==> config.mk <==
export PLATFORM = sky130hd
export DESIGN_NAME = booth_wallace_mul_24x24_flat
export DESIGN_NICKNAME = d
export VERILOG_FILES = /design/src/rtl/booth_wallace_mul_24x24_pkg.sv /design/src/rtl/booth_wallace_mul_24x24_if.sv /design/src/rtl/booth_wallace_mul_24x24_csa_3_2.sv /design/src/rtl/booth_wallace_mul_24x24.sv /design/src/flat_wrapper.sv
export SDC_FILE = /design/constraint.sdc
export NUM_CORES = 2
export LEC_CHECK = 0
export CAP_MARGIN = 10
export CORE_ASPECT_RATIO = 2
export CORE_MARGIN = 2
export CORE_UTILIZATION = 65
export CTS_BUF_LIST = sky130_fd_sc_hd__clkbuf_16
export CTS_CLUSTER_DIAMETER = 50
export DETAILED_ROUTE_END_ITERATION = 10
export HOLD_SLACK_MARGIN = 0.03
export PLACE_DENSITY = 0.85
export SYNTH_ARGS = -nofsm -noshare
export SYNTH_HDL_FRONTEND = slang
export SYNTH_SLANG_ARGS = --single-unit
==> constraint.sdc <==
create_clock -name clk -period 9.2 [get_ports clk]
set_clock_uncertainty 0.1 [all_clocks]
set_input_delay 1.38 -clock clk [delete_from_list [all_inputs] [get_ports clk]]
set_output_delay 1.38 -clock clk [all_outputs]
set_load 0.01 [all_outputs]
==> src/rtl/booth_wallace_mul_24x24_pkg.sv <==
// Shared sizes, Booth select encoding and the radix-4 recoding function
// for the 24x24 Booth/Wallace multiplier.
package booth_mul_pkg;

  localparam int WIDTH  = 24;
  localparam int PP_W   = 26;
  localparam int NUM_PP = 13;
  localparam int PROD_W = 48;

  typedef enum logic [2:0] {
    ZERO = 3'd0,
    POS1 = 3'd1,
    POS2 = 3'd2,
    NEG1 = 3'd3,
    NEG2 = 3'd4
  } booth_sel_e;

  // grp = {B[2i+1], B[2i], B[2i-1]}
  function automatic booth_sel_e booth_sel(input logic [2:0] grp);
    booth_sel_e sel;
    case (grp)
      3'b000, 3'b111: sel = ZERO;
      3'b001, 3'b010: sel = POS1;
      3'b011:         sel = POS2;
      3'b100:         sel = NEG2;
      3'b101, 3'b110: sel = NEG1;
      default:        sel = ZERO;
    endcase
    return sel;
  endfunction

endpackage

==> src/rtl/booth_wallace_mul_24x24_if.sv <==
// Operand/result bundle for booth_wallace_mul_24x24; master drives operands,
// slave (the multiplier) returns the product.
interface booth_wallace_mul_24x24_if;
  import booth_mul_pkg::*;

  logic              in_valid;
  logic              a_signed;
  logic              b_signed;
  logic [WIDTH-1:0]  a;
  logic [WIDTH-1:0]  b;
  logic              out_valid;
  logic [PROD_W-1:0] prod;

  modport master (
    output in_valid, a_signed, b_signed, a, b,
    input  out_valid, prod
  );

  modport slave (
    input  in_valid, a_signed, b_signed, a, b,
    output out_valid, prod
  );
endinterface

==> src/rtl/booth_wallace_mul_24x24_csa_3_2.sv <==
// Bit-parallel 3:2 carry-save compressor; carry is pre-shifted to its weight
// and the bit pushed past the top is dropped (modulo 2^W arithmetic).
module csa_3_2 #(
  parameter int W = 48
) (
  input  logic [W-1:0] x,
  input  logic [W-1:0] y,
  input  logic [W-1:0] z,
  output logic [W-1:0] sum,
  output logic [W-1:0] carry
);

  assign sum   = x ^ y ^ z;
  assign carry = ((x & y) | (x & z) | (y & z)) << 1;

endmodule

==> src/rtl/booth_wallace_mul_24x24.sv <==
// Radix-4 Booth, Wallace-tree 24x24 multiplier with a 48-bit product.
// Define BWM_MID_REG_EN to register the Wallace sum/carry (latency 2); otherwise latency 1.
module booth_wallace_mul_24x24
  import booth_mul_pkg::*;
(
  input  logic                      clk,
  input  logic                      rst,
  booth_wallace_mul_24x24_if.slave  bus
);

  logic [PP_W-1:0]   a_ext;
  logic [PP_W:0]     b_ext;
  logic [PROD_W-1:0] row [NUM_PP];
  logic [NUM_PP-2:0] neg;

  assign a_ext = {{2{bus.a_signed & bus.a[WIDTH-1]}}, bus.a};
  // b_ext[0] is the implicit B[-1]=0, so group i sits at b_ext[2i+2:2i]
  assign b_ext = {{2{bus.b_signed & bus.b[WIDTH-1]}}, bus.b, 1'b0};

  genvar gi;
  generate
    for (gi = 0; gi < NUM_PP; gi++) begin : g_pp
      booth_sel_e        sel;
      logic [PP_W-1:0]   a_dbl;
      logic [PP_W-1:0]   pp;
      logic [PROD_W-1:0] pp_row;

      assign sel   = booth_sel(b_ext[2*gi+2 -: 3]);
      assign a_dbl = {a_ext[PP_W-2:0], 1'b0};

      always_comb begin
        pp = '0;
        case (sel)
          POS1:    pp = a_ext;
          POS2:    pp = a_dbl;
          NEG1:    pp = ~a_ext;
          NEG2:    pp = ~a_dbl;
          default: pp = '0;
        endcase
      end

      assign pp_row = {{(PROD_W-PP_W){pp[PP_W-1]}}, pp} << (2*gi);

      // Row gi is zero below column 2gi, so neg of group gi-1 fits in there.
      if (gi == 0) begin : g_first
        assign row[gi] = pp_row;
      end else begin : g_rest
        assign row[gi] = pp_row | ({{(PROD_W-1){1'b0}}, neg[gi-1]} << (2*(gi-1)));
      end

      // The top group is {ext, ext, b[23]}: never 100/101/110, so it never negates.
      if (gi < NUM_PP-1) begin : g_neg
        assign neg[gi] = (sel == NEG1) || (sel == NEG2);
      end
    end
  endgenerate

  logic [PROD_W-1:0] l1 [9];
  logic [PROD_W-1:0] l2 [6];
  logic [PROD_W-1:0] l3 [4];
  logic [PROD_W-1:0] l4 [3];
  logic [PROD_W-1:0] wal_sum;
  logic [PROD_W-1:0] wal_carry;

  generate
    for (gi = 0; gi < 4; gi++) begin : g_lvl1
      csa_3_2 #(.W(PROD_W)) u_csa (
        .x(row[3*gi]), .y(row[3*gi+1]), .z(row[3*gi+2]),
        .sum(l1[2*gi]), .carry(l1[2*gi+1])
      );
    end
    for (gi = 0; gi < 3; gi++) begin : g_lvl2
      csa_3_2 #(.W(PROD_W)) u_csa (
        .x(l1[3*gi]), .y(l1[3*gi+1]), .z(l1[3*gi+2]),
        .sum(l2[2*gi]), .carry(l2[2*gi+1])
      );
    end
    for (gi = 0; gi < 2; gi++) begin : g_lvl3
      csa_3_2 #(.W(PROD_W)) u_csa (
        .x(l2[3*gi]), .y(l2[3*gi+1]), .z(l2[3*gi+2]),
        .sum(l3[2*gi]), .carry(l3[2*gi+1])
      );
    end
  endgenerate

  assign l1[8] = row[NUM_PP-1];
  assign l4[2] = l3[3];

  csa_3_2 #(.W(PROD_W)) u_csa_lvl4 (
    .x(l3[0]), .y(l3[1]), .z(l3[2]),
    .sum(l4[0]), .carry(l4[1])
  );

  csa_3_2 #(.W(PROD_W)) u_csa_lvl5 (
    .x(l4[0]), .y(l4[1]), .z(l4[2]),
    .sum(wal_sum), .carry(wal_carry)
  );

  logic [PROD_W-1:0] prod_q, prod_d;
  logic              out_valid_q, out_valid_d;

`ifdef BWM_MID_REG_EN
  logic [PROD_W-1:0] sum_q, sum_d;
  logic [PROD_W-1:0] carry_q, carry_d;
  logic              mid_valid_q, mid_valid_d;

  always_comb begin
    sum_d       = wal_sum;
    carry_d     = wal_carry;
    mid_valid_d = bus.in_valid;
  end

  always_ff @(posedge clk) begin
    if (!rst) begin
      sum_q       <= '0;
      carry_q     <= '0;
      mid_valid_q <= 1'b0;
    end else begin
      sum_q       <= sum_d;
      carry_q     <= carry_d;
      mid_valid_q <= mid_valid_d;
    end
  end

  always_comb begin
    prod_d      = sum_q + carry_q;
    out_valid_d = mid_valid_q;
  end
`else
  always_comb begin
    prod_d      = wal_sum + wal_carry;
    out_valid_d = bus.in_valid;
  end
`endif

  always_ff @(posedge clk) begin
    if (!rst) begin
      prod_q      <= '0;
      out_valid_q <= 1'b0;
    end else begin
      prod_q      <= prod_d;
      out_valid_q <= out_valid_d;
    end
  end

  assign bus.prod      = prod_q;
  assign bus.out_valid = out_valid_q;

endmodule

==> src/flat_wrapper.sv <==
// flat-port wrapper written by rule: the top's interface ports become plain ports
module booth_wallace_mul_24x24_flat import booth_mul_pkg::*;
  (clk, rst, bus_in_valid, bus_a_signed, bus_b_signed, bus_a, bus_b, bus_out_valid, bus_prod);
  booth_wallace_mul_24x24_if bus_i ();
  input  logic clk;
  input  logic rst;
  input wire logic [$bits(bus_i.in_valid)-1:0] bus_in_valid;
  input wire logic [$bits(bus_i.a_signed)-1:0] bus_a_signed;
  input wire logic [$bits(bus_i.b_signed)-1:0] bus_b_signed;
  input wire logic [$bits(bus_i.a)-1:0] bus_a;
  input wire logic [$bits(bus_i.b)-1:0] bus_b;
  output wire logic [$bits(bus_i.out_valid)-1:0] bus_out_valid;
  output wire logic [$bits(bus_i.prod)-1:0] bus_prod;
  assign bus_i.in_valid = bus_in_valid;
  assign bus_i.a_signed = bus_a_signed;
  assign bus_i.b_signed = bus_b_signed;
  assign bus_i.a = bus_a;
  assign bus_i.b = bus_b;
  assign bus_out_valid = bus_i.out_valid;
  assign bus_prod = bus_i.prod;
  booth_wallace_mul_24x24 u_core (.clk(clk), .rst(rst), .bus(bus_i));
endmodule
=== Yosys cells after proc, flatten, opt, wreduce, memory -nomap -nowiden ===
Memory sizes are Yosys's and may differ from the RTL's.
Index checks and enable logic that the tools add are counted.

* Bits in registers: 49
* Bits in latches: 0
* RAM bits: 0
* ROM bits: 312
* Input bits: 53
* Output and inout bits: 49
* Word-level logic and storage cells: 186
* Memories: 13

{| class="wikitable"
|+ Memory list
! name !! depth !! bits a word !! read ports !! clocked after memory_dff !! wr ports !! line !! text
|-
| (name not given) || 8 || 3 || 1 || 0 || 0 || booth_wallace_mul_24x24_pkg.sv:21 || <nowiki>case (grp)</nowiki>
|-
| (name not given) || 8 || 3 || 1 || 0 || 0 || booth_wallace_mul_24x24_pkg.sv:21 ||
|-
| (name not given) || 8 || 3 || 1 || 0 || 0 || booth_wallace_mul_24x24_pkg.sv:21 ||
|-
| (name not given) || 8 || 3 || 1 || 0 || 0 || booth_wallace_mul_24x24_pkg.sv:21 ||
|-
| (name not given) || 8 || 3 || 1 || 0 || 0 || booth_wallace_mul_24x24_pkg.sv:21 ||
|-
| (name not given) || 8 || 3 || 1 || 0 || 0 || booth_wallace_mul_24x24_pkg.sv:21 ||
|-
| +7 memories || -- || -- || -- || -- || -- || -- ||
|}

* Add/subtract/negate cells: 1
* $mul: 0
* Divide/modulo/power cells: 0
* $lt $le $gt $ge: 0
* Equality and inequality tests: 52
* Shift operators: 0
* Muxes and demuxes: 13
* Bitwise operators: 93
* Reductions and logical operators: 12

{| class="wikitable"
|+ Operators with widths
! kind !! count
|-
| $and 47x47->47 || 33
|-
| $pmux 26 s4 || 12
|-
| $xor 48x48->48 || 22
|-
| $or 47x47->47 || 22
|-
| $pmux 24 s4 || 1
|-
| $eq 3x2->1 const B || 26
|-
| $not 26->26 || 2
|-
| $add 48x48->48 || 1
|-
| $or 48x1->48 || 1
|-
| $or 48x11->48 || 1
|-
| $or 48x13->48 || 1
|-
| $or 48x15->48 || 1
|-
| $or 48x17->48 || 1
|-
| $or 48x19->48 || 1
|-
| $or 48x21->48 || 1
|-
| $or 48x23->48 || 1
|-
| $or 48x3->48 || 1
|-
| $or 48x5->48 || 1
|-
| $or 48x7->48 || 1
|-
| $or 48x9->48 || 1
|-
| $eq 3x1->1 const B || 13
|-
| $eq 3x3->1 const B || 13
|-
| $logic_or 1x1->1 || 12
|-
| $and 1x1->1 || 2
|}

=== Longest topological paths before layout ===
* Depth after elaboration: 20
* Gate-level depth with buffers: 29
* Depth with buffers taken out: 26

=== Cells and area by module ===
Synthesis repeated with hierarchy kept, for this count alone.

* Cell total of the unflattened synthesis: 3070
* Area total of the unflattened synthesis: 26266.4 um2

{| class="wikitable"
|+ By module, submodules not included
! module !! instances !! cells an instance !! area an instance (um2) !! sequential area each (um2)
|-
| booth_wallace_mul_24x24 || 1 || 2520 || 15531.1 || 980.9
|-
| csa_3_2 || 11 || 50 || 975.9 || 0.0
|}

=== Least setup slack after synthesis ===
No wires, ideal clock.

* Path kind: input port to flip-flop
* Start: input bus_b[15]
* End: register u_core.prod_q[46] (netlist: u_core.bus.prod[46])
* Setup time: 0.064 ns
* Data arrival time: 7.579 ns
* Data required time: 9.036 ns
* Setup slack: 1.457 ns
* Stages on the path: 25
* Buffers on the path: 5
* Cell sequence: clkbuf_1 inv_1 ha_1 clkbuf_1 clkbuf_1 clkbuf_1 nand2_1 o21ai_0 fa_1 inv_1 fa_1 fa_1 fa_1 inv_1 fa_1 ha_1 clkbuf_1 a21oi_1 a2111oi_4 o21ai_2 a21oi_2 o21ai_2 o31a_1 mux2_4 nand4_1

* Cells in the longest elaborated chain, start to end: 19
* Elaborated cells between the ends (all ways): 71
* Classes of those cells: 1 x add/sub; 8 x eq/ne; 2 x mux; 56 x bitwise; 2 x reduce/logical; 2 x memory

{| class="wikitable"
|+ RTL lines
! element !! line !! text
|-
| start: declaration || flat_wrapper.sv:11 || <nowiki>input wire logic [$bits(bus_i.b)-1:0] bus_b;</nowiki>
|-
| $mem_v2 8x3 || -- ||
|-
| $eq 3x3->1 (tied with other cells) || booth_wallace_mul_24x24.sv:33, booth_wallace_mul_24x24.sv:53 ||
|-
| $pmux 26 s4 / $logic_or 1x1->1 (equally long branches) || booth_wallace_mul_24x24.sv:33, booth_wallace_mul_24x24.sv:53 ||
|-
| $or 48x13->48 / $or 48x15->48 (equally long branches) || booth_wallace_mul_24x24.sv:48 || <nowiki>assign row[gi] = pp_row | ({{(PROD_W-1){1'b0}}, neg[gi-1]} << (2*(gi-1)));</nowiki>
|-
| $and 47x47->47 || booth_wallace_mul_24x24_csa_3_2.sv:14 || <nowiki>assign carry = ((x & y) | (x & z) | (y & z)) << 1;</nowiki>
|-
| $or 47x47->47 (2 in series) || booth_wallace_mul_24x24_csa_3_2.sv:14 ||
|-
| $and 47x47->47 || booth_wallace_mul_24x24_csa_3_2.sv:14 ||
|-
| $or 47x47->47 (2 in series) || booth_wallace_mul_24x24_csa_3_2.sv:14 ||
|-
| $xor 48x48->48 (2 in series) || booth_wallace_mul_24x24_csa_3_2.sv:13 || <nowiki>assign sum = x ^ y ^ z;</nowiki>
|-
| $and 47x47->47 || booth_wallace_mul_24x24_csa_3_2.sv:14 ||
|-
| $or 47x47->47 (2 in series) || booth_wallace_mul_24x24_csa_3_2.sv:14 ||
|-
| $and 47x47->47 || booth_wallace_mul_24x24_csa_3_2.sv:14 ||
|-
| $or 47x47->47 (2 in series) || booth_wallace_mul_24x24_csa_3_2.sv:14 ||
|-
| $add 48x48->48 * || booth_wallace_mul_24x24.sv:131 || <nowiki>prod_d = wal_sum + wal_carry;</nowiki>
|-
| end signal: assignment || booth_wallace_mul_24x24.sv:141 || <nowiki>prod_q <= prod_d;</nowiki>
|-
| end: declaration || booth_wallace_mul_24x24.sv:99 || <nowiki>logic [PROD_W-1:0] prod_q, prod_d;</nowiki>
|}

Mark *: on every way between the ends. The rest lies on a longest branch, timed or not.
A chain may end at the register's enable or synchronous reset.

=== Final worst setup path ===
* Start: input bus_b[3]
* End: register u_core.prod_q[43] (netlist: u_core.bus.prod[43])

* Cells in the longest elaborated chain, start to end: 20
* Elaborated cells between the ends (all ways): 71
* Classes of those cells: 1 x add/sub; 8 x eq/ne; 2 x mux; 56 x bitwise; 2 x reduce/logical; 2 x memory

{| class="wikitable"
|+ RTL lines
! element !! line
|-
| $mem_v2 8x3 || --
|-
| $eq 3x3->1 (tied with other cells) || booth_wallace_mul_24x24.sv:33, booth_wallace_mul_24x24.sv:53
|-
| $pmux 26 s4 / $logic_or 1x1->1 (equally long branches) || booth_wallace_mul_24x24.sv:33, booth_wallace_mul_24x24.sv:53
|-
| $or 48x1->48 / $or 48x3->48 (equally long branches) || booth_wallace_mul_24x24.sv:48
|-
| $and 47x47->47 || booth_wallace_mul_24x24_csa_3_2.sv:14
|-
| $or 47x47->47 (2 in series) || booth_wallace_mul_24x24_csa_3_2.sv:14
|-
| $and 47x47->47 || booth_wallace_mul_24x24_csa_3_2.sv:14
|-
| $or 47x47->47 (2 in series) || booth_wallace_mul_24x24_csa_3_2.sv:14
|-
| $and 47x47->47 || booth_wallace_mul_24x24_csa_3_2.sv:14
|-
| $or 47x47->47 (2 in series) || booth_wallace_mul_24x24_csa_3_2.sv:14
|-
| $and 47x47->47 || booth_wallace_mul_24x24_csa_3_2.sv:14
|-
| $or 47x47->47 (2 in series) || booth_wallace_mul_24x24_csa_3_2.sv:14
|-
| $and 47x47->47 || booth_wallace_mul_24x24_csa_3_2.sv:14
|-
| $or 47x47->47 (2 in series) || booth_wallace_mul_24x24_csa_3_2.sv:14
|-
| $add 48x48->48 * || booth_wallace_mul_24x24.sv:131
|}

Marked as above.

==> impl_metrics.py <==
metrics = {
    "status": {
        "run_status": "completed",
    },
    "synthesis": {
        "synth_edf_count": 0,
        "synth.top_cell.area_share_pct": 28.9,
        "synth.net_count": 3592,
        "netlist_instances": 3111,
        "syn-mean-instance-area_um2": 7.03,
        "synth-seq-cells": 49,
        "synthDominantAreaCellType": "sky130_fd_sc_hd__fa_1",
        "synth_ff_type": "sky130_fd_sc_hd__dfxtp_1",
        "syn_area_um2": 21900,
        "yosysSeqAreaShare_pct": 4.49,
        "synthArstFlopShare_pct": 0,
        "synthTopCellsByArea": "sky130_fd_sc_hd__fa_1, sky130_fd_sc_hd__o21ai_0, sky130_fd_sc_hd__nand2_1",
        "number_of_distinct_library_cells_after_synthesis": 66,
        "synth-warning-count": 0,
    },
    "timing": {
        "timing.final.crit_share_pct": 97.1,
        "setup_tns_ps": 0,
        "timing.final.setup_violations": 0,
        "tightestPinTransition_ps": 1200,
        "layout_setup_ws_ps": 267,
        "max_freq_ghz": 0.112,
        "relative_slew_slack_pct": 19.5,
        "final_critical_delay_including_setup_and_external_delays_ps": 8930,
        "slew_viol_final": 0,
        "grt_setup_unrepaired": "no",
        "timing.final.hold_violations": 0,
    },
    "cts": {
        "cts.root.buffer_cell": "sky130_fd_sc_hd__clkbuf_16",
        "holdBufCountCts": 0,
        "cts.path.max_buffers": 2,
        "clock_sink_count": 49,
        "cts.htree.levels": 2,
        "cts.clk_slew.worst_paths_ps": 80,
        "tritoncts": "built",
        "tritoncts.num_buffers": 5,
    },
    "worst_setup_path": {
        "crit_buf_inv": 5,
        "path_common_cell": "sky130_fd_sc_hd__fa_1",
        "timing.critical_path.max_delay_family": "adder cells",
        "worstPathArrival_ps": 9070,
        "critical_path_start_type": "primary input",
        "critical_path.endpoint_type": "flop",
        "setup.worst_path.class": "primary input to flop",
        "path_max_fanout": 12,
        "worst_path_largest_cell_delay_ps": 650,
        "slowest_stage": "sky130_fd_sc_hd__nor2_1",
        "critical_path_required_ps": 9330,
    },
    "floorplan": {
        "core_region_um2": 33400,
        "die-area_um2": 35200,
        "die_width_um": 134,
        "floorplan.die.height_um": 263,
        "num_rows": 95,
        "floorplan.io_pins": 102,
        "starting_density_pct": 65.4,
    },
    "placed_design": {
        "estimated_wirelength_of_the_detail_placed_design_um": 67300,
        "dpl_worst_slack_ps": 297,
        "placer_s_final_routability_congestion_estimate": 0.991,
        "numPortBuffers": 101,
    },
    "global_route": {
        "grt_util_all_layers_pct": 52.2,
        "vias_in_the_first_global_route": 23374,
        "antenna_found_initial": 2,
        "maximum_number_of_pins_on_one_net_before_global_route_repair": 52,
        "globalRoute.totalOverflow": 0,
        "grt_first_pass_wirelength_um": 139000,
    },
    "run": {
        "timing.max_cap.violations": 0,
    },
    "detailed_routing": {
        "totalWireLength_um": 88700,
        "initialDrtViolationCount": 2770,
        "antenna_violating_nets_post_route": 0,
        "drt-pass1-iter-count": 10,
        "dr_total_vias": 23254,
        "wire_per_inst_um": 25.7,
        "routed_via_density": 6.74,
        "drc_violations": 0,
    },
    "layout": {
        "flow.area_growth_from_synthesis_pct": 6.71,
        "finish.net_count": 3493,
        "drive_gt1_share_pct": 4.91,
        "seq_area_um2": 981,
        "mostFrequentLayoutCell": "sky130_fd_sc_hd__nand2_1",
        "layout.cells.most_common_list": "sky130_fd_sc_hd__nand2_1, sky130_fd_sc_hd__inv_1, sky130_fd_sc_hd__o21ai_0",
        "final.fill_count": 2835,
        "multi_input_area_um2": 18300,
    },
    "min_path": {
        "worst_hold_path_type": "primary input to flop",
        "number_of_stages_on_the_worst_hold_path": 2,
        "start_point_of_the_worst_hold_path": "bus_in_valid",
        "hold_path_end": "u_core.bus.out_valid",
    },
}
==> flip-flops by register name, summed over array words and instances (netlist names) <==
name,count
u_core.bus.prod,48
u_core.bus.out_valid,1
==> per-stage QoR <==
step / hold slack (ps) / utilization, % / cell area, µm² / cells
2_1_floorplan: 1410 / - / 21900 / 3111
3_3_place_gp: 1870 / 69.1 / 23100 / 3441
6_report: 1560 / 69.8 / 23300 / 3451
5_1_grt: 1580 / 69.8 / 23300 / 3449
3_5_place_dp: 1880 / 69.1 / 23100 / 3441
4_1_cts: 1570 / 69.7 / 23300 / 3449
==> logic make-up after synthesis <==
logic type                 synth area share (%)
DFF                                        4.49
AOI/OAI and AO/OA                          28.1
and+or+nand+nor                            15.7
muxes                                      1.49
xor gates and xnor gates                   2.81
adders and majority gates                  35.4
buffers and inverters                      12.1
==> Yosys cell counts, types with 16 or more instances <==
library cell	n
sky130_fd_sc_hd__a211oi_1	143
sky130_fd_sc_hd__a21o_1	20
sky130_fd_sc_hd__a21oi_1	272
sky130_fd_sc_hd__a22oi_1	17
sky130_fd_sc_hd__a31oi_1	17
sky130_fd_sc_hd__and2_1	30
sky130_fd_sc_hd__buf_1	17
sky130_fd_sc_hd__clkbuf_1	305
sky130_fd_sc_hd__dfxtp_1	49
sky130_fd_sc_hd__fa_1	316
sky130_fd_sc_hd__ha_1	112
sky130_fd_sc_hd__inv_1	376
sky130_fd_sc_hd__mux2i_1	31
sky130_fd_sc_hd__nand2_1	389
sky130_fd_sc_hd__nand2b_1	21
sky130_fd_sc_hd__nand3_1	31
sky130_fd_sc_hd__nor2_1	251
sky130_fd_sc_hd__nor2b_1	16
sky130_fd_sc_hd__nor3_1	26
sky130_fd_sc_hd__o211ai_1	88
sky130_fd_sc_hd__o21ai_0	357
sky130_fd_sc_hd__xnor2_1	41
sky130_fd_sc_hd__xor2_1	29
==> layer usage <==
layer  up-vias  track usage [%]  wire [µm]
met5         -                0         11
li1      10156                -          -
met1     10726             49.2      24900
met4         2             57.5      13500
met3       685             17.3       9030
met2      1685             83.4      41200
==> timing repair <==
item                                    in CTS  in global routing
resized for setup                            0                  6
endpoints found under the setup margin       0                  4
endpoints found under the hold margin        0                  0
setup buffers                                0                  0
==> area by class of cell <==
type / instances / area share [%]
Multi-Input combinational cell: 2360 / 78.3
Tap cell: 436 / 2.34
Antenna cell: 2 / 0.0215
Timing Repair Buffer: 219 / 8.22
Clock inverter: 3 / 0.279
Sequential cell: 49 / 4.21
Clock buffer: 5 / 0.536
Inverter: 377 / 6.07
==> how the worst max path moves through the flow <==
| stage | from | end | slack (ps) | cells after the start |
|---|---|---|---|---|
| after global routing | bus_b[3] | u_core.bus.prod[45] | 2 | 27 |
| final | bus_b[3] | u_core.bus.prod[43] | 270 | 26 |
| after CTS | bus_b[17] | u_core.bus.prod[43] | 560 | 26 |
| after global placement | bus_b[11] | u_core.bus.prod[45] | 470 | 24 |
| after detailed placement | bus_b[17] | u_core.bus.prod[43] | 300 | 26 |
| after floorplan | bus_b[15] | u_core.bus.prod[46] | 1460 | 25 |
Power is left out: the tool's default activity adds up to more than one toggle a clock period on the data nets, which glitch-free logic cannot reach.
